<file path="src/rtl/serial_pkg.sv">
// Shared definitions for the serial link: FSM state encoding and line levels.
// Used by both the transmitter and the receiver.
package serial_pkg;

    typedef enum logic [2:0] {
        IDLE   = 3'd0,
        START  = 3'd1,
        DATA   = 3'd2,
        PARITY = 3'd3,
        STOP   = 3'd4
    } state_t;

    localparam logic LINE_IDLE   = 1'b1;
    localparam logic START_LEVEL = 1'b0;

endpackage

</file>
<file path="src/rtl/bit_timer.sv">
// Bit-period timer: counts 0..CLKS_PER_BIT-1 and pulses bit_done on the last count.
// clear forces the count back to 0 so the next period starts cleanly.
module bit_timer #(
    parameter int CLKS_PER_BIT = 4
) (
    input  logic clk,
    input  logic reset,
    input  logic clear,
    output logic bit_done
);

    localparam int TW = (CLKS_PER_BIT > 1) ? $clog2(CLKS_PER_BIT) : 1;

    logic [TW-1:0] r_count;

    assign bit_done = (r_count == TW'(CLKS_PER_BIT - 1));

    // NOTE: sequential state uses non-blocking (<=) so every flop samples pre-edge values.
    always_ff @(posedge clk or negedge reset) begin
        if (!reset) begin
            r_count <= '0;
        end else if (clear || bit_done) begin
            r_count <= '0;
        end else begin
            r_count <= r_count + TW'(1);
        end
    end

endmodule

</file>
<file path="src/rtl/serial_tx.sv">
// Framed serial transmitter: start bit, DATA_W data bits LSB-first, stop bit.
// Define PARITY_EN to insert an even-parity bit between the data and stop bits.
module serial_tx
    import serial_pkg::*;
#(
    parameter int DATA_W       = 8,
    parameter int CLKS_PER_BIT = 4
) (
    input  logic              clk,
    input  logic              reset,
    input  logic [DATA_W-1:0] tx_data,
    input  logic              tx_valid,
    output logic              tx_ready,
    output logic              tx_out,
    output logic              busy
);

    localparam int IW = (DATA_W > 1) ? $clog2(DATA_W) : 1;

    state_t            r_state, w_state_next;
    logic [DATA_W-1:0] r_shift, w_shift_next;
    logic [IW-1:0]     r_bit_idx, w_bit_idx_next;
    logic              r_tx_out, w_tx_out_next;
    logic              w_bit_done;
    logic              w_timer_clear;
`ifdef PARITY_EN
    logic              r_parity, w_parity_next;
`endif

    // Held in clear while idle so the START period begins at count 0.
    assign w_timer_clear = (r_state == IDLE);

    bit_timer #(
        .CLKS_PER_BIT(CLKS_PER_BIT)
    ) u_bit_timer (
        .clk     (clk),
        .reset   (reset),
        .clear   (w_timer_clear),
        .bit_done(w_bit_done)
    );

    // NOTE: every signal gets a default first so no path leaves it unassigned (no latches).
    always_comb begin
        w_state_next   = r_state;
        w_shift_next   = r_shift;
        w_bit_idx_next = r_bit_idx;
`ifdef PARITY_EN
        w_parity_next  = r_parity;
`endif
        case (r_state)
            IDLE: begin
                if (tx_valid) begin
                    w_state_next   = START;
                    w_shift_next   = tx_data;
                    w_bit_idx_next = '0;
`ifdef PARITY_EN
                    w_parity_next  = ^tx_data;
`endif
                end
            end
            START: begin
                if (w_bit_done) w_state_next = DATA;
            end
            DATA: begin
                if (w_bit_done) begin
                    if (r_bit_idx == IW'(DATA_W - 1)) begin
`ifdef PARITY_EN
                        w_state_next = PARITY;
`else
                        w_state_next = STOP;
`endif
                    end else begin
                        w_shift_next   = r_shift >> 1;
                        w_bit_idx_next = r_bit_idx + IW'(1);
                    end
                end
            end
`ifdef PARITY_EN
            PARITY: begin
                if (w_bit_done) w_state_next = STOP;
            end
`endif
            STOP: begin
                if (w_bit_done) w_state_next = IDLE;
            end
            default: w_state_next = IDLE;
        endcase

        // Line level is decoded from the next state so the registered output lines up with it.
        case (w_state_next)
            START:   w_tx_out_next = START_LEVEL;
            DATA:    w_tx_out_next = w_shift_next[0];
`ifdef PARITY_EN
            PARITY:  w_tx_out_next = w_parity_next;
`endif
            default: w_tx_out_next = LINE_IDLE;
        endcase
    end

    always_ff @(posedge clk or negedge reset) begin
        if (!reset) begin
            r_state   <= IDLE;
            r_shift   <= '0;
            r_bit_idx <= '0;
            r_tx_out  <= LINE_IDLE;
`ifdef PARITY_EN
            r_parity  <= 1'b0;
`endif
        end else begin
            r_state   <= w_state_next;
            r_shift   <= w_shift_next;
            r_bit_idx <= w_bit_idx_next;
            r_tx_out  <= w_tx_out_next;
`ifdef PARITY_EN
            r_parity  <= w_parity_next;
`endif
        end
    end

    assign tx_out   = r_tx_out;
    assign tx_ready = (r_state == IDLE);
    assign busy     = (r_state != IDLE);

endmodule

</file>
<file path="config.mk">
export PLATFORM = sky130hd
export DESIGN_NAME = serial_tx
export DESIGN_NICKNAME = d
export VERILOG_FILES = /design/src/rtl/serial_pkg.sv /design/src/rtl/bit_timer.sv /design/src/rtl/serial_tx.sv
export SDC_FILE = /design/constraint.sdc
export NUM_CORES = 1
export LEC_CHECK = 0
export ABC_AREA = 1
export CAP_MARGIN = 20
export CORE_UTILIZATION = 58
export CTS_BUF_LIST = sky130_fd_sc_hd__clkbuf_8
export CTS_CLUSTER_SIZE = 12
export DETAILED_ROUTE_END_ITERATION = 8
export PLACE_DENSITY = 0.91
export SYNTH_ARGS = -nofsm -noshare
export SYNTH_HDL_FRONTEND = slang
export SYNTH_SLANG_ARGS = --single-unit
</file>
<file path="constraint.sdc">
create_clock -name clk -period 2.7 [get_ports clk]
set_clock_uncertainty 0.05 [all_clocks]
set_input_delay 0.27 -clock clk [delete_from_list [all_inputs] [get_ports clk]]
set_output_delay 0.27 -clock clk [all_outputs]
set_load 0.1 [all_outputs]
</file>
### Word-level counts from Yosys, hierarchy flattened

Index checks and enable logic that the tools add are counted.

* logic and storage cells: 39
* input port bits: 11
* output and inout bits: 3
* flip-flop bits (word level): 17

* $add $sub $neg: 2
* eq/ne operators: 10
* multiplexer cells: 16
* reductions and logical operators: 5

Operators by type and width (number)
* 3-bit 2-to-1 mux: 8
* 8-bit 2-to-1 mux: 3
* 8-bit one-hot mux with 2 select lines: 1
* 3-bit one-hot mux with 4 select lines: 1
* 3-bit by 1-bit equality test with 1-bit output, second input constant: 2
* 3-bit by 2-bit equality test with 1-bit output, second input constant: 2
* 3-bit equality test, second input constant: 2
* 3-bit one-hot mux with 2 select lines: 1
* 2-bit != test, second input constant: 2
* 4-bit AND reduction: 1
* 3-bit by 1-bit adder with 3-bit output, second input constant: 1
* 3-bit zero test: 1
* 3-bit nonzero test: 1
* 2-bit by 1-bit adder with 2-bit output, second input constant: 1
* 2-bit equality test, second input constant: 1
* 2-bit 2-to-1 mux: 1
* 2-bit by 1-bit != test with 1-bit output, second input constant: 1
* 1-bit one-hot mux with 2 select lines: 1
* 2-bit nonzero test: 1
* 1-bit logical OR: 1

### Longest topological paths before layout

* word-level depth: 6
* gate-level depth with buffers: 10
* gate-level depth less buffers: 10

### By module

Synthesis repeated with hierarchy kept, for this count alone.

* cell total of the unflattened synthesis: 106
* area, all modules: 893.4 um2

By module, submodules not included
* serial_tx: seq. area each 376.6 um2, area an instance 808.3 um2, cells an instance 97, times used 1
* bit_timer: seq. area each 50.0 um2, area an instance 85.1 um2, cells an instance 9, times used 1

### Worst setup path before layout

No wires, ideal clock.

* path type: reg-to-reg
* from: reg r_state[2]
* to: reg r_shift[1]
* period minus slack after synthesis: 1.961 ns
* path slack: 0.739 ns
* setup time: 0.065 ns
* arrival time: 1.847 ns
* required time: 2.585 ns
* buffers on the path: 0
* stages on the path, launching flop included: 7
* cell sequence: dfrtp_1 inv_1 nand2_2 nor2_4 inv_2 o21a_1 nand2_1

* cells in the longest elaborated chain, start to end: 3
* elaborated cells on any way between the ends: 8
* those cells by class: eq/ne (4); mux (1); reduce/logical (3)

RTL lines
* start: declaration: RTL line serial_tx.sv:20 `state_t r_state, w_state_next;`
* start signal: assignment: RTL line serial_tx.sv:110 `r_state <= w_state_next;`
* 3-bit zero test (*)
* named net tx_ready: RTL line serial_tx.sv:13 `output logic tx_ready,`
* 2-bit != test (no source line) or 2-bit nonzero test (tied branches)
* 4-bit AND reduction (no source line)
* end signal: assignment: RTL line serial_tx.sv:111 `r_shift <= w_shift_next;`
* end: declaration: RTL line serial_tx.sv:21 `logic [DATA_W-1:0] r_shift, w_shift_next;`

Mark *: on every way through the listed nets, which the timed path passes. The rest lies on a longest branch.
A chain may end at the register's enable or synchronous reset.

### Worst setup path after layout

* from: reg r_bit_idx[0]
* to: reg r_bit_idx[0]

* cells in the longest elaborated chain, start to end: 4
* elaborated cells on any way between the ends: 7
* those cells by class: add/sub (1); eq/ne (2); mux (3); reduce/logical (1)

RTL lines
* start: declaration: RTL line serial_tx.sv:22 `logic [IW-1:0] r_bit_idx, w_bit_idx_next;`
* start signal: assignment: RTL line serial_tx.sv:112 `r_bit_idx <= w_bit_idx_next;`
* 3-bit by 1-bit adder with 3-bit output: RTL line serial_tx.sv:74 `w_bit_idx_next = r_bit_idx + IW'(1);`
* 3-bit 2-to-1 mux: RTL line serial_tx.sv:66 `if (r_bit_idx == IW'(DATA_W - 1)) begin`
* 3-bit 2-to-1 mux: RTL line serial_tx.sv:65 `if (w_bit_done) begin`
* 3-bit one-hot mux with 2 select lines: RTL line serial_tx.sv:50 `case (r_state)`

Several ways; a longest one is shown, not always the timed one. The select of a mux whose other input is x is not followed.

==> impl_metrics.json <==
{
  "cp_max_fo": 9,
  "cts_tree": "yes",
  "antenna_cells": 0,
  "ys_seq_elements": 17,
  "synthTopCellsByArea": "dfrtp_1, nand2_1, nand3_1",
  "std_cell_rows": 13,
  "yosysTopAreaCell": "dfrtp_1",
  "clock-root-buffer": "clkbuf_8",
  "postCtsHoldBufs": 0,
  "coreArea_um2": 1366,
  "drive_gt1_share_pct": 17.80,
  "postPlaceCellArea_um2": 1012,
  "finalSetupViolations": 0,
  "tightest_slew_ns": 0.7431,
  "irDropWorstVdd_uv": 734.8,
  "io_pins": 14,
  "hold_violations": 0,
  "whs_ns": 0.3947,
  "ys_warn_count": 0,
  "r2r-start": "r_bit_idx[0]$_DFFE_PN0P_",
  "drt-total-wl_mm": 1.613,
  "worst_setup_path_end_kind": "flop",
  "r2r_end": "r_bit_idx[0]$_DFFE_PN0P_",
  "hp-class": "reg2reg",
  "dieArea_um2": 1704,
  "slowest_delay_ns": 0.41,
  "instances_no_fill": 133,
  "synthFlopType": "dfrtp_1",
  "htree_num_levels": 1,
  "grt_pass1_vias": 642,
  "yosysMostFrequentCell": "nand2_1",
  "final-max-slew-violation-count": 0,
  "reg2reg_slack_ns": 0.92,
  "place.gp.congestion": 0.8176,
  "die_w_um": 41.28,
  "critPathKind": "reg2reg",
  "hold_depth": 1,
  "numCtsBuffers": 3,
  "syn_to_final_growth_pct": 18.18,
  "rsz0062_at_grt": "no",
  "max-cap-violations": 0,
  "cp.required_ns": 2.78,
  "clkLatencyLatePin_ns": 0.24,
  "syn_area_per_cell_um2": 8.602,
  "drtIter0Drc": 9,
  "cpMaxStageDelayCell": "dfrtp_1",
  "vias_per_cell": 5.248,
  "cts_sinks": 17,
  "finalCritPeriodShare_pct": 66.07,
  "die_h_um": 41.28,
  "path_cells": "ha_1 > ha_1 > inv_1 > nand2_2 > inv_2 > nand2_1 > nand2_2 > inv_2 > nand2_1 > o21ai_1",
  "clk_pin_slew_worst_paths_ns": 0.06,
  "post_drt_wl_per_cell_um": 12.13,
  "postRouteAntennaNets": 0,
  "grt-ovfl-total": 0,
  "vias": 698,
  "cp-endpoint": "r_bit_idx[0]$_DFFE_PN0P_",
  "final_core_util_pct": 77.38,
  "antenna_found_initial": 0,
  "dpl.cell_count": 129,
  "setup_tns_ns": 0,
  "synth_edf_count": 0,
  "io_buffers": 13,
  "track_usage_pct": 22.99,
  "cp-startpoint": "r_bit_idx[0]$_DFFE_PN0P_",
  "slew_headroom_pct": 50.31,
  "grt_pass1_wl_mm": 2.525,
  "post_cts.repair.setup_buffers": 0,
  "status": "finished clean",
  "firstDrtPassIters": 6,
  "fin_area_um2": 1057,
  "nNetsFinal": 133,
  "syn-num-nets": 118,
  "clockBufferDepth": 2,
  "async_flop_share_pct": 100.0,
  "syn_inst": 104,
  "synth.top_cell.area_share_pct": 44.76,
  "dp_hpwl_mm": 1.192,
  "power_leakage_nw": 0.5260,
  "arrival_ns": 1.86,
  "p_per_area_nw_per_um2": 1219,
  "start_util_pct": 65.48,
  "ys_seq_area_share_pct": 47.69,
  "worstRegToRegCells": 10,
  "syn_area_um2": 894.6,
  "grt_max_degree": 18,
  "ctsResizeCount": 0,
  "ys_types": 22,
  "drc_errors": 0,
  "yosys-top-cells-count": "nand2_1, dfrtp_1, nand3_1",
  "period_minus_slack_ns": 1.784,
  "max_freq_mhz": 560.6,
  "startpoint_type": "flop"
}
worst min-delay path by stage:
stage	start	end	slack, ns
2_1_floorplan	reset	r_bit_idx[0]$_DFFE_PN0P_	-0.08
3_3_place_gp	u_bit_timer.r_count[0]$_DFF_PN0_	u_bit_timer.r_count[0]$_DFF_PN0_	0.38
3_5_place_dp	u_bit_timer.r_count[0]$_DFF_PN0_	u_bit_timer.r_count[0]$_DFF_PN0_	0.39
4_1_cts	u_bit_timer.r_count[0]$_DFF_PN0_	u_bit_timer.r_count[0]$_DFF_PN0_	0.40
5_1_grt	u_bit_timer.r_count[0]$_DFF_PN0_	u_bit_timer.r_count[0]$_DFF_PN0_	0.41
6_report	u_bit_timer.r_count[0]$_DFF_PN0_	u_bit_timer.r_count[0]$_DFF_PN0_	0.39
flip-flops by register name (all words and copies together), names as in the netlist:
register and count:
u_bit_timer.r_count 2, r_bit_idx 3, r_shift 8, tx_out 1, r_state 3
worst max-delay path: cells and delay by family (launching register included):
| family | cells | cell delay (ns) |
|---|---|---|
| buf+inv | 3 | 0.30 |
| compound gates | 1 | 0.07 |
| flops | 1 | 0.41 |
| fa+ha+maj | 2 | 0.43 |
| simple gates | 4 | 0.39 |
per-layer routing:
metal	up-vias	routed length (um)	global-route usage [%]
met1	322	676	26.10
met4	0	29	12.10
met2	12	860	40.63
met3	4	47	3.804
li1	360	-	-
met5	-	0	0
cells in the final DEF, fill, tap and decap left out:
| cell | count |
|---|---|
| ha_1 | 3 |
| nand2_2 | 6 |
| nor3_1 | 2 |
| buf_4 | 3 |
| clkbuf_8 | 3 |
| nand2_1 | 35 |
| inv_2 | 4 |
| nand3_4 | 2 |
| nor2_1 | 1 |
| dfstp_2 | 1 |
| o21ai_0 | 2 |
| nor2_2 | 1 |
| nor3b_1 | 1 |
| inv_1 | 7 |
| o21ai_1 | 1 |
| nor2_4 | 1 |
| nand4_1 | 1 |
| a21oi_1 | 2 |
| nand3_1 | 10 |
| dfrtp_1 | 16 |
| clkdlybuf4s50_1 | 10 |
| o21a_1 | 6 |
logic make-up (layout without fill, tap and decap cells):
family,after synthesis,count (layout),share of synthesized area (%)
simple gates,60,60,33.43
compound gates,11,11,7.831
buf+inv,13,27,6.852
flops,17,17,47.69
fa+ha+maj,3,3,4.196
where the power goes:
part           switching, mW  internal, mW  total [mW]
Combinational          0.499         0.185       0.684
Sequential            0.0593         0.364       0.424
Clock                 0.0808         0.101       0.181
Total                  0.639         0.650        1.29
stage by stage:
| step | power (mW) | setup WS, ns |
|---|---|---|
| 2_1_floorplan | 0.9814 | 0.7385 |
| 3_3_place_gp | 1.095 | 1.092 |
| 3_5_place_dp | 1.118 | 0.9931 |
| 4_1_cts | 1.300 | 0.9562 |
| 5_1_grt | 1.377 | 0.8336 |
| 6_report | 1.289 | 0.9161 |
cell type report:
| class | count | area (um^2) |
|---|---|---|
| flip-flops and latches | 17 | 426.7 |
| multi-input cells | 74 | 406.6 |
| fillers | 107 | 309.0 |
| repair buffers | 13 | 122.6 |
| clock buffers | 3 | 41.29 |
| inverters | 10 | 37.54 |
| well taps | 15 | 18.77 |
| clock inverters | 1 | 3.754 |
Note: power is estimated with default switching activity, not from simulation.
